[src/rtl/jtopll_wrq_pkg.sv]
// Shared types and constants for the YM2413 write-pacing queue.
// State encoding, default wait lengths and wait counter width.
package jtopll_wrq_pkg;

  typedef enum logic [1:0] {
    IDLE = 2'd0,
    STRB = 2'd1,
    WAIT = 2'd2
  } state_t;

  localparam int ADDR_WAIT_DEF = 12;
  localparam int DATA_WAIT_DEF = 84;
  localparam int CNTW          = 7;

endpackage

[src/rtl/jtopl_fifo.sv]
// Generic synchronous FIFO, 2^DW entries of W bits.
// A push while full is ignored; full is judged before the same-cycle pop.
module jtopl_fifo #(
  parameter int DW = 3,
  parameter int W  = 9
) (
  input  logic         rst,
  input  logic         clk,
  input  logic         push,
  input  logic         pop,
  input  logic [W-1:0] din,
  output logic [W-1:0] dout,
  output logic         full,
  output logic         empty
);

  localparam int DEPTH = 1 << DW;

  logic [W-1:0]  mem [DEPTH];
  logic [DW-1:0] wr_ptr;
  logic [DW-1:0] rd_ptr;
  logic [DW:0]   count;
  logic          do_push;
  logic          do_pop;

  assign do_push = push & ~full;
  assign do_pop  = pop & ~empty;
  // count never exceeds DEPTH, so its MSB alone marks full
  assign full    = count[DW];
  assign empty   = (count == '0);
  assign dout    = mem[rd_ptr];

  always_ff @(posedge clk or posedge rst) begin
    if (rst) begin
      wr_ptr <= '0;
      rd_ptr <= '0;
      count  <= '0;
    end else begin
      if (do_push) wr_ptr <= wr_ptr + 1'b1;
      if (do_pop)  rd_ptr <= rd_ptr + 1'b1;
      case ({do_push, do_pop})
        2'b10:   count <= count + 1'b1;
        2'b01:   count <= count - 1'b1;
        default: count <= count;
      endcase
    end
  end

  always_ff @(posedge clk) begin
    if (do_push) mem[wr_ptr] <= din;
  end

endmodule

[src/rtl/jt2413_wrq.sv]
// Write-pacing queue in front of the YM2413 core: buffers host writes
// and replays them with the chip's minimum address/data spacing.
module jt2413_wrq
  import jtopll_wrq_pkg::*;
#(
  parameter int DW        = 3,
  parameter int ADDR_WAIT = ADDR_WAIT_DEF,
  parameter int DATA_WAIT = DATA_WAIT_DEF
) (
  input  logic       clk,
  input  logic       rst,
  input  logic       cen,
  input  logic [7:0] cpu_din,
  input  logic       cpu_addr,
  input  logic       cpu_wr,
  output logic       cpu_full,
  output logic       ovf,
  output logic       idle,
  output logic [7:0] din,
  output logic       addr,
  output logic       cs_n,
  output logic       wr_n
);

  localparam logic [CNTW-1:0] AWAIT_LD = CNTW'(ADDR_WAIT - 1);
  localparam logic [CNTW-1:0] DWAIT_LD = CNTW'(DATA_WAIT - 1);

  state_t          state;
  logic [CNTW-1:0] cnt;
  logic [8:0]      fifo_dout;
  logic            fifo_full;
  logic            fifo_empty;
  logic            can_go;
  logic            pop;

  // the last wait tick may launch the next strobe directly
  assign can_go = (state == IDLE) |
                  ((state == WAIT) & (cnt == '0));
  assign pop      = cen & can_go & ~fifo_empty;
  assign cpu_full = fifo_full;
  assign idle     = fifo_empty & (state == IDLE);

  jtopl_fifo #(
    .DW (DW),
    .W  (9)
  ) u_fifo (
    .rst   (rst),
    .clk   (clk),
    .push  (cpu_wr),
    .pop   (pop),
    .din   ({cpu_addr, cpu_din}),
    .dout  (fifo_dout),
    .full  (fifo_full),
    .empty (fifo_empty)
  );

  always_ff @(posedge clk or posedge rst) begin
    if (rst) begin
      state <= IDLE;
      cnt   <= '0;
      cs_n  <= 1'b1;
      wr_n  <= 1'b1;
      din   <= '0;
      addr  <= 1'b0;
      ovf   <= 1'b0;
    end else begin
      if (cpu_wr & fifo_full) ovf <= 1'b1;
      if (cen) begin
        unique case (state)
          IDLE, WAIT: begin
            if (pop) begin
              {addr, din} <= fifo_dout;
              cs_n        <= 1'b0;
              wr_n        <= 1'b0;
              state       <= STRB;
            end else if (state == WAIT) begin
              if (cnt == '0) state <= IDLE;
              else cnt <= cnt - 1'b1;
            end
          end
          STRB: begin
            cs_n  <= 1'b1;
            wr_n  <= 1'b1;
            cnt   <= addr ? DWAIT_LD : AWAIT_LD;
            state <= WAIT;
          end
          default: state <= IDLE;
        endcase
      end
    end
  end

endmodule

[config.mk]
export PLATFORM = sky130hd
export DESIGN_NAME = jt2413_wrq
export DESIGN_NICKNAME = d
export VERILOG_FILES = /design/src/rtl/jtopll_wrq_pkg.sv /design/src/rtl/jtopl_fifo.sv /design/src/rtl/jt2413_wrq.sv
export SDC_FILE = /design/constraint.sdc
export NUM_CORES = 1
export LEC_CHECK = 0
export ABC_CLOCK_PERIOD_IN_PS = 4000
export BUFFER_PORTS_ARGS = -buffer_cell sky130_fd_sc_hd__buf_2
export CELL_PAD_IN_SITES_DETAIL_PLACEMENT = 0
export CELL_PAD_IN_SITES_GLOBAL_PLACEMENT = 1
export CORE_ASPECT_RATIO = 1.75
export CORE_MARGIN = 3
export CORE_UTILIZATION = 52
export CTS_CLUSTER_DIAMETER = 120
export DETAILED_ROUTE_END_ITERATION = 10
export PLACE_DENSITY = 0.91
export SLEW_MARGIN = 5
export SYNTH_ARGS = -nofsm -noshare
export SYNTH_HDL_FRONTEND = slang
export SYNTH_HIERARCHICAL = 1
export SYNTH_SLANG_ARGS = --single-unit
[constraint.sdc]
create_clock -name clk -period 4 [get_ports clk]
set_clock_uncertainty 0.2 [all_clocks]
set_input_delay 0.6 -clock clk [delete_from_list [all_inputs] [get_ports clk]]
set_output_delay 0.6 -clock clk [all_outputs]
set_load 0.01 [all_outputs]
==> metrics.txt, run 1 <==
outcome finished, final reports clean; Placement Cell Area 4707 um^2; number of setup buffers added after CTS 0; CTS H-tree depth 3; Syn. warnings 6; height of the die approximately 130 um; sequential share of the synthesized area 0.6513; total power draw 3.684 mW; fraction of layout cells with a size suffix above 1 0.2833; vias in the first global route 2,386; final standard cell count with taps included and fillers excluded 415; area overhead of the layout relative to synthesis 11.94%; share of the clock period used by the worst path 0.8306; Worst Hold Class in -> async; area share of the largest cell type after synthesis 0.4832; required time of the critical path 4.02 ns; Core Box Area 8313 um^2; placement row count 44; final core area utilization 0.6025; CTS resizes 0; main combinational cell family by area after synthesis multiplexers; classification of the worst setup path reg -> reg; library cells used by synthesis 52; unrepaired setup endpoints after global routing no; Cells after DPL 399; clk buf depth 2; final-stage net count around 320; net count of the mapped netlist 283; share of flip-flops with an asynchronous set or reset 0.2941; number of flops mapped to enable cells by yosys about 70; Least-Margin Pin Slew 1.012 ns; relative slew slack 0.3230; Initial Util 0.5382; initial antenna violation count 0; XOR/XNOR Fraction of Synth Area 0.01174; static leakage power 1.907 nW; IO Count 27; maximum number of pins on one net before global-route repair 21; Main synth FF type edfxtp_1; post-synth design cell area 4474 um^2; root buffer selected by CTS clkbuf_16; number of max-slew violations in the final report 0; vias per std cell 5.617; fin worst setup slack 0.6777 ns; worst skew pair latency 0.34 ns; per-instance average area after synthesis 17.01 um^2; final weighted congestion in routability-driven placement 0.8386; maximum resistive drop on vdd 0.5481 mV; half-perimeter wire length after detailed placement 5013 um; TritonCTS clock tree done; detailed-route wire length 7526 um; area fraction in and, or, nand and nor cells after synthesis 0.07466; compound-cell area share of the yosys netlist 0.04446; final setup violating endpoints 0; r2r worst-path depth 12; worst-path maximum fanout 9; leading post-synthesis cells by cell area edfxtp_1 (48%), dfrtp_1 (16%), mux2_4 (5.4%); Final Hold Vio Count 0; reported max-cap violation count 0; Syn Inst Count about 260; total number of clock tree sinks 102; detailed-route via count 2,331; Tot GR Track Use 0.1676; maximum clock frequency between 300 and 400 MHz; Critical Path Start Type flop; aggregate global routing overflow 0; synthesis-stage register bit count 102; Critical Path End Type flop; global-route wire length before repair between 10,000 and 15,000 um; Iter 0 DRT Violations 117; critical path data arrival time 3.34 ns; total negative slack for setup checks 0 ns; die outline area 9797 um^2; worst slack at placement 0.6684 ns; top cells by count, synth edfxtp_1 (72), dfrtp_1 (29), mux2_4 (16); die outline width ~76 um; summed area of non-filler cells in the final layout 5009 um^2; register clock-pin slew on the reported worst setup and hold paths roughly 0.070 ns; most frequent cell after synthesis edfxtp_1; Inserted Clock Buffers 9; Pre-antenna DRT Iters 4; count of input and output buffers 26; count of antenna diodes in the layout 0; wire per inst between 15 and 20 um; power density over cell area 735.5 nW/um^2; Worst Hold Margin around 0.038 ns; post-route minimum period 3.322 ns; number of filler instances in the final layout 615; share of synthesized area spent on multiplexers 0.1664; top cell type by total area after synthesis edfxtp_1; Post-CTS Hold Fix Bufs 0; antenna-violating nets left 0; detailed-route DRC error count 0; adder-cell share of the synthesized area 0.02125
[sequential cells by signal (all words and copies together) (netlist names)]
name / cells
u_fifo/mem: 72
addr: 1
cnt: 7
din: 8
u_fifo/wr_ptr: 3
u_fifo/rd_ptr: 3
ovf: 1
wr_n: 1
u_fifo/count: 4
state: 2
[cells in the final DEF, fill, tap and decap left out, types with 2 or more instances in the layout]
cell        n
edfxtp_1   72
dfrtp_1    29
buf_2      26
mux2_4     16
inv_1      13
nand2_1    13
nor2_1     10
clkbuf_16  10
mux4_1      9
mux4_2      9
nor3_1      8
ha_1        6
buf_4       6
o21ai_0     5
a21oi_1     4
mux2_2      4
xnor2_1     4
a21o_1      3
nor2b_1     3
and3_1      3
nor3b_1     3
nand2b_1    3
nand3_1     2
a31oi_1     2
o311ai_0    2
o211ai_1    2
nor4_1      2
mux2i_1     2
inv_4       2
xor2_1      2
[report_power, final]
group	total, mW	internal, mW	switching (mW)
Clock	0.853	0.480	0.373
Sequential	1.64	1.39	0.255
Combinational	1.19	0.657	0.533
Total	3.68	2.52	1.16
[layout make-up]
type | instances | area [um^2] | share of cell area
Clock buffer | 11 | 264.0 | 0.05271
Timing Repair Buffer | 32 | 175.2 | 0.03497
Multi-Input combinational cell | 137 | 1425 | 0.2845
Clock inverter | 5 | 37.54 | 0.007494
Sequential cell | 102 | 2914 | 0.5818
Tap cell | 115 | 143.9 | 0.02873
Inverter | 13 | 48.80 | 0.009743
[critical path, stage by stage, from the launching register on]
cell      delay [ns]
dfrtp_1         0.43
inv_1           0.08
ha_1            0.22
nor4b_4         0.30
a21oi_2         0.14
nor3_4          0.21
o41ai_2         0.13
inv_1           0.13
ha_1            0.32
ha_1            0.34
or4b_1          0.49
o311ai_0        0.11
o211ai_1        0.12
[worst paths after layout]
| path | startpoint | to | slack [ns] |
|---|---|---|---|
| max in group asynchronous | rst | din[0] | 2.96 |
| min in group clk | ovf | ovf | 0.25 |
| hold reg to reg | ovf | ovf | 0.25 |
| setup reg to reg | cnt[0] | u_fifo/count[3] | 0.68 |
| setup / recovery | cnt[0] | u_fifo/count[3] | 0.68 |
| hold / removal | rst | u_fifo/count[0] | 0.04 |
[per-layer routing]
layer  GRT usage  vias to the layer above  share of wire
met2      0.2971                       58           0.54
li1            -                     1084              -
met1      0.1905                     1174           0.39
met5           0                        -              0
met4     0.09819                        0          0.032
met3     0.03011                       15          0.039
[cell families after synthesis]
family | after synthesis
DFF | 102
and+or+nand+nor | 57
muxes | 40
AOI/OAI and AO/OA | 27
buffers and inverters | 24
adders and majority gates | 7
xor gates and xnor gates | 6
Note: power is estimated with default switching activity, not from simulation.
==> run 2: changes to the inputs <==
- ABC_CLOCK_PERIOD_IN_PS: 4000 -> 3350
- clock period: 4 -> 3.35 ns (I/O delays scaled with it)
==> run 2 against run 1 <==
Compared with the run above: worst hold slack better by 0.14 ns; largest power group unchanged; total power up 21%; non-clock buffer count up 11; largest cell class unchanged.
==> metrics.txt, run 2 (synthesis gave the netlist of run 1 again) <==
outcome finished, final reports clean (unchanged); total length of routed met3 wires 309 um (was 291 um); placement row count 44 (unchanged); clk buf depth 2 (unchanged); detailed-route wire length 7909 um (was 7526 um); count of antenna diodes in the layout 0 (unchanged); half-perimeter wire length after detailed placement 5257 um (was 5013 um); TritonCTS clock tree done (unchanged); critical path data arrival time 3.22 ns (was 3.34 ns); share of the clock period used by the worst path 0.9599 (was 0.8306); count of input and output buffers 26 (unchanged); Core Box Area 8313 um^2 (unchanged); Iter 0 DRT Violations 123 (was 117); global-route wire length before repair 12,850 um (was 12,320 um); number of flip-flops in the largest register 72 (unchanged); maximum number of pins on one net before global-route repair 21 (unchanged); total number of clock tree sinks 102 (unchanged); area of the multi-input gates 1430 um^2 (was 1425 um^2); Max stage delay cell, worst path or4b_1 (unchanged); leading cell type in the layout, fill and taps excluded edfxtp_1 (unchanged); root buffer selected by CTS clkbuf_16 (unchanged); number of filler instances in the final layout 624 (was 615); top routing layer in use met4 (unchanged); CTS H-tree depth 3 (unchanged); detailed-route via count 2,389 (was 2,331); required time of the critical path 3.35 ns (was 4.02 ns); final setup violating endpoints 0 (unchanged); worst slack at placement 0.1299 ns (was 0.6684 ns); fin worst setup slack 0.1343 ns (was 0.6777 ns); Least-Margin Pin Slew 0.8185 ns (was 1.012 ns); Worst Hold Class in -> reg (was in -> async); IO Count 27 (unchanged); Critical Path Start Type flop (unchanged); maximum clock frequency 311.0 MHz (was 301.0 MHz); wire per inst 18.57 um (was 18.13 um); registers with the most flip-flops u_fifo/mem x72, din x8, cnt x7 (unchanged); aggregate global routing overflow 0 (unchanged); r2r worst-path depth 12 (unchanged); CP startpoint cnt[1] (was cnt[0]); commonest non-fill, non-tap cells in the layout edfxtp_1 (72), dfrtp_1 (29), buf_2 (26), mux2_4 (16), buf_4 (16) (was edfxtp_1 (72), dfrtp_1 (29), buf_2 (26), mux2_4 (16)); cells along the critical path inv_1 > ha_2 > nor4b_4 > a21oi_2 > nor3_4 > o41ai_2 > inv_1 > ha_2 > ha_1 > or4b_1 > o311ai_0 > o211ai_1 (was inv_1 > ha_1 > nor4b_4 > a21oi_2 > nor3_4 > o41ai_2 > inv_1 > ha_1 > ha_1 > or4b_1 > o311ai_0 > o211ai_1); worst-path maximum fanout 5 (was 9); Pre-antenna DRT Iters 4 (unchanged); final-stage net count 326 (was 315); number of max-slew violations in the final report 0 (unchanged); area overhead of the layout relative to synthesis 13.90% (was 11.94%); classification of the worst setup path reg -> reg (unchanged); fraction of layout cells with a size suffix above 1 0.3119 (was 0.2833); Critical Path End u_fifo/count[3] (unchanged); initial antenna violation count 0 (unchanged); die outline area 9797 um^2 (unchanged); maximum single-stage delay on the critical path 0.49 ns (about the same); maximum resistive drop on vdd 0.4936 mV (was 0.5481 mV); register clock-pin slew on the reported worst setup and hold paths 0.07 ns (about the same); final weighted congestion in routability-driven placement 0.9041 (was 0.8386); Initial Util 0.5382 (unchanged); vias per std cell 5.608 (was 5.617); antenna-violating nets left 0 (unchanged); Tot GR Track Use 0.1766 (was 0.1676); vias in the first global route 2,463 (was 2,386); post-route minimum period 3.216 ns (was 3.322 ns); Inserted Clock Buffers 9 (unchanged); Sequential cell area 2914 um^2 (unchanged); Critical Path End Type flop (unchanged); reported max-cap violation count 0 (unchanged); critical register-to-register path endpoint u_fifo/count[3] (unchanged); static leakage power 1.961 nW (was 1.907 nW); Worst Hold Margin 0.1818 ns (was 0.03771 ns); worst path bufs/invs 2 (unchanged); die outline width 76.12 um (unchanged); met2 routed wirelength 4382 um (was 4039 um); register-to-register path setup slack 0.13 ns (was 0.68 ns); Crit. path cell count 12 (unchanged); worst skew pair latency 0.34 ns (about the same); register with the highest flop count u_fifo/mem (unchanged); RR Startpoint cnt[1] (was cnt[0]); family with the most delay on the worst path simple AND/OR/NAND/NOR gates (unchanged); Met1 Routed Length 3018 um (was 2952 um); detailed-route DRC error count 0 (unchanged); power density over cell area 875.4 nW/um^2 (was 735.5 nW/um^2); height of the die 128.7 um (unchanged); Final Hold Vio Count 0 (unchanged); relative slew slack 0.4543 (was 0.3230)
-- run 2: cell count changes in the layout (fill, tap and decap cells not counted), sizes merged --
cell | previous run | this run
dlygate4sd3 | 0 | 1
clkbuf | 11 | 10
clkinv | 1 | 3
buf | 32 | 42
clkinvlp | 1 | 0
-- run 2: layout make-up --
class / instances / area share
repair buffers: 43 / 0.05107
clock inverters: 6 / 0.009575
inverters: 13 / 0.009575
flip-flops and latches: 102 / 0.5718
multi-input cells: 137 / 0.2806
well taps: 115 / 0.02823
clock buffers: 10 / 0.04910
-- run 2: through the flow --
step / setup TNS [ns] / std cells / area, um^2 / utilization / power (mW)
floorplan: 0 / 263 / 4474 / - / 3.086
global placement: 0 / 407 / 4767 / 0.5735 / 3.400
detailed placement: 0 / 407 / 4767 / 0.5735 / 3.468
CTS: 0 / 424 / 5076 / 0.6106 / 4.488
global route: -0.006451 / 426 / 5096 / 0.6130 / 4.726
finish: 0 / 426 / 5096 / 0.6130 / 4.461
-- run 2: worst min path at each step --
stage / startpoint / to / slack [ns] / depth (start not counted)
2_1_floorplan: rst / u_fifo/count[0] / 0.14 / 1
3_3_place_gp: ovf / ovf / 0.24 / 1
3_5_place_dp: ovf / ovf / 0.24 / 1
4_1_cts: cpu_wr / ovf / 0.17 / 2
5_1_grt: cpu_wr / ovf / 0.18 / 2
6_report: cpu_wr / ovf / 0.18 / 2
-- run 2: per-layer routing --
| metal | GRT usage | vias up |
|---|---|---|
| met5 | 0 | - |
| met4 | 0.08004 | 0 |
| met3 | 0.04482 | 16 |
| met2 | 0.3227 | 58 |
| met1 | 0.1933 | 1208 |
| li1 | - | 1107 |
-- run 2: where the power goes --
part           switching [mW]  internal, mW
combinational           0.677         0.836
clock                   0.455         0.558
sequential              0.282          1.65
-- run 2: timing repair --
action                     in CTS  in global routing
hold endpoints to repair       10                  0
hold buffers                    1                  0
setup buffers                   0                  2
resized for setup               0                  2
setup endpoints to repair       0                  1
==> run 3: changes to the inputs <==
- PLACE_DENSITY: 0.91 -> not set
- PLACE_DENSITY_LB_ADDON: not set -> 0.1
- SKIP_LAST_GASP: not set -> 1
==> run 3 against run 2 <==
Compared with the run above: largest power group unchanged; setup slack improved by 0.11 ns; sequential cell count did not move; global-route usage fell by 0.068 points; routed wire length fell by 1.8%; final cell count fell by 0.23%; core utilization fell by 0.33 points.
==> metrics.txt, run 3 (synthesis gave the netlist of run 1 again) <==
number of setup buffers added after CTS 0 (unchanged); reported max-cap violation count 0 (unchanged); share of the clock period used by the worst path 0.9258 (was 0.9599); number of flip-flops in the largest register 72 (unchanged); die outline width 76.12 um (unchanged); Tot GR Track Use 0.1759 (was 0.1766); final setup violating endpoints 0 (unchanged); critical path data arrival time 3.16 ns (was 3.22 ns); vias per std cell 5.482 (was 5.608); final-stage net count 325 (was 326); maximum number of pins on one net before global-route repair 21 (unchanged); Final Hold Vio Count 0 (unchanged); commonest non-fill, non-tap cells in the layout edfxtp_1 (72), dfrtp_1 (29), buf_2 (26), mux2_4 (16), buf_4 (15) (was edfxtp_1 (72), dfrtp_1 (29), buf_2 (26), mux2_4 (16), buf_4 (16)); Inserted Clock Buffers 9 (unchanged); wire per inst 18.28 um (was 18.57 um); Initial Util 0.5382 (unchanged); static leakage power 1.940 nW (was 1.961 nW); worst slack at placement 0.1821 ns (was 0.1299 ns); antenna-violating nets left 0 (unchanged); total number of clock tree sinks 102 (unchanged); post-route minimum period 3.101 ns (was 3.216 ns); die outline area 9797 um^2 (unchanged); Pre-antenna DRT Iters 4 (unchanged); number of max-slew violations in the final report 0 (unchanged); unrepaired setup endpoints after global routing no; fin worst setup slack 0.2486 ns (was 0.1343 ns); Critical Path Start Type flop (unchanged); outcome finished, final reports clean (unchanged); worst-path maximum fanout 8 (was 5); area overhead of the layout relative to synthesis 13.28% (was 13.90%); leading cell type in the layout, fill and taps excluded edfxtp_1 (unchanged); Iter 0 DRT Violations 86 (was 123); Critical Path End Type flop (unchanged); count of antenna diodes in the layout 0 (unchanged); TritonCTS clock tree done (unchanged); Max stage delay cell, worst path dfrtp_1 (was or4b_1); root buffer selected by CTS clkbuf_16 (unchanged); vias in the first global route 2,338 (was 2,463); required time of the critical path 3.41 ns (was 3.35 ns); detailed-route via count 2,330 (was 2,389); Core Box Area 8313 um^2 (unchanged); height of the die 128.7 um (unchanged); register with the highest flop count u_fifo/mem (unchanged); clk buf depth 2 (unchanged); total negative slack for setup checks 0 ns (unchanged); half-perimeter wire length after detailed placement 5289 um (was 5257 um); cells along the critical path inv_1 > ha_2 > nor4b_4 > a21oi_2 > nor3_4 > o41ai_2 > inv_1 > ha_1 > buf_4 > ha_1 > a21oi_1 > mux2_2 > o211ai_1 (was inv_1 > ha_2 > nor4b_4 > a21oi_2 > nor3_4 > o41ai_2 > inv_1 > ha_2 > ha_1 > or4b_1 > o311ai_0 > o211ai_1); maximum clock frequency 322.4 MHz (was 311.0 MHz); classification of the worst setup path reg -> reg (unchanged); aggregate global routing overflow 0 (unchanged); worst skew pair latency 0.35 ns (was 0.34 ns); relative slew slack 0.4560 (was 0.4543); global-route wire length before repair 12,600 um (was 12,850 um); fraction of layout cells with a size suffix above 1 0.3032 (was 0.3119); detailed-route DRC error count 0 (unchanged); Least-Margin Pin Slew 0.8160 ns (was 0.8185 ns); register clock-pin slew on the reported worst setup and hold paths 0.07 ns (about the same); placement row count 44 (unchanged); maximum single-stage delay on the critical path 0.41 ns (was 0.49 ns); power density over cell area 863.7 nW/um^2 (was 875.4 nW/um^2); maximum resistive drop on vdd 0.4715 mV (was 0.4936 mV); initial antenna violation count 0 (unchanged); final core area utilization 0.6097 (was 0.6130); registers with the most flip-flops u_fifo/mem x72, din x8, cnt x7 (unchanged); final weighted congestion in routability-driven placement 0.7785 (was 0.9041); total power draw 4.378 mW (was 4.461 mW); count of input and output buffers 26 (unchanged); Worst Hold Class in -> reg (unchanged); detailed-route wire length 7767 um (was 7909 um); CTS H-tree depth 3 (unchanged); IO Count 27 (unchanged)
-- run 3: cell types whose count changed in the layout (fill, tap and decap cells not counted), sizes merged --
cell | before | now
clkbuf | 10 | 9
clkinv | 3 | 2
clkinvlp | 0 | 2
buf | 42 | 41
-- run 3: final cells by class --
type | instances | area, um^2
Sequential cell | 102 | 2914
Clock inverter | 7 | 56.30
Tap cell | 115 | 143.9
Inverter | 13 | 48.80
Timing Repair Buffer | 42 | 252.7
Multi-Input combinational cell | 137 | 1428
Fill cell | 649 | 3244
Clock buffer | 9 | 225.2
-- run 3: worst max-delay path: cells and delay by family, from the launching register on --
kind	cells	cell delay, ns
compound gates	4	0.60
buf+inv	3	0.34
mux	1	0.35
simple gates	2	0.50
fa+ha+maj	3	0.62
flops	1	0.41
-- run 3: report_power, final --
part / internal (mW) / total, mW / switching, mW
Combinational: 0.823 / 1.49 / 0.665
Sequential: 1.65 / 1.93 / 0.273
Clock: 0.512 / 0.964 / 0.452
-- run 3: worst paths after layout --
path / start / endpoint / slack (ns) / cells past startpoint
setup / recovery: cnt[0] / u_fifo/count[3] / 0.25 / 13
hold / removal: cpu_wr / ovf / 0.17 / 2
setup reg to reg: cnt[0] / u_fifo/count[3] / 0.25 / 13
hold reg to reg: ovf / ovf / 0.26 / 1
max in group asynchronous: rst / state[0] / 1.79 / 3
min in group asynchronous: rst / u_fifo/count[3] / 0.50 / 3
-- run 3: routing by layer --
layer | up-vias | wire, um | GRT usage
li1 | 1103 | - | -
met1 | 1169 | 3079 | 0.2009
met2 | 40 | 4220 | 0.3070
met3 | 18 | 249 | 0.04692
met4 | 0 | 217 | 0.08751
met5 | - | 0 | 0
-- run 3: through the flow --
step,hold WS (ns),cell area (um^2),instances
6_report,0.1717,5069,425
5_1_grt,0.1742,5069,425
4_1_cts,0.1628,5066,425
3_5_place_dp,0.2527,4775,408
3_3_place_gp,0.2332,4775,408
2_1_floorplan,0.1427,4474,263
-- run 3: timing repair --
item / 4_1_cts / 5_1_grt
resized for setup: 0 / 1
endpoints found under the hold margin: 10 / 0
endpoints found under the setup margin: 0 / 1
hold buffers: 1 / 0
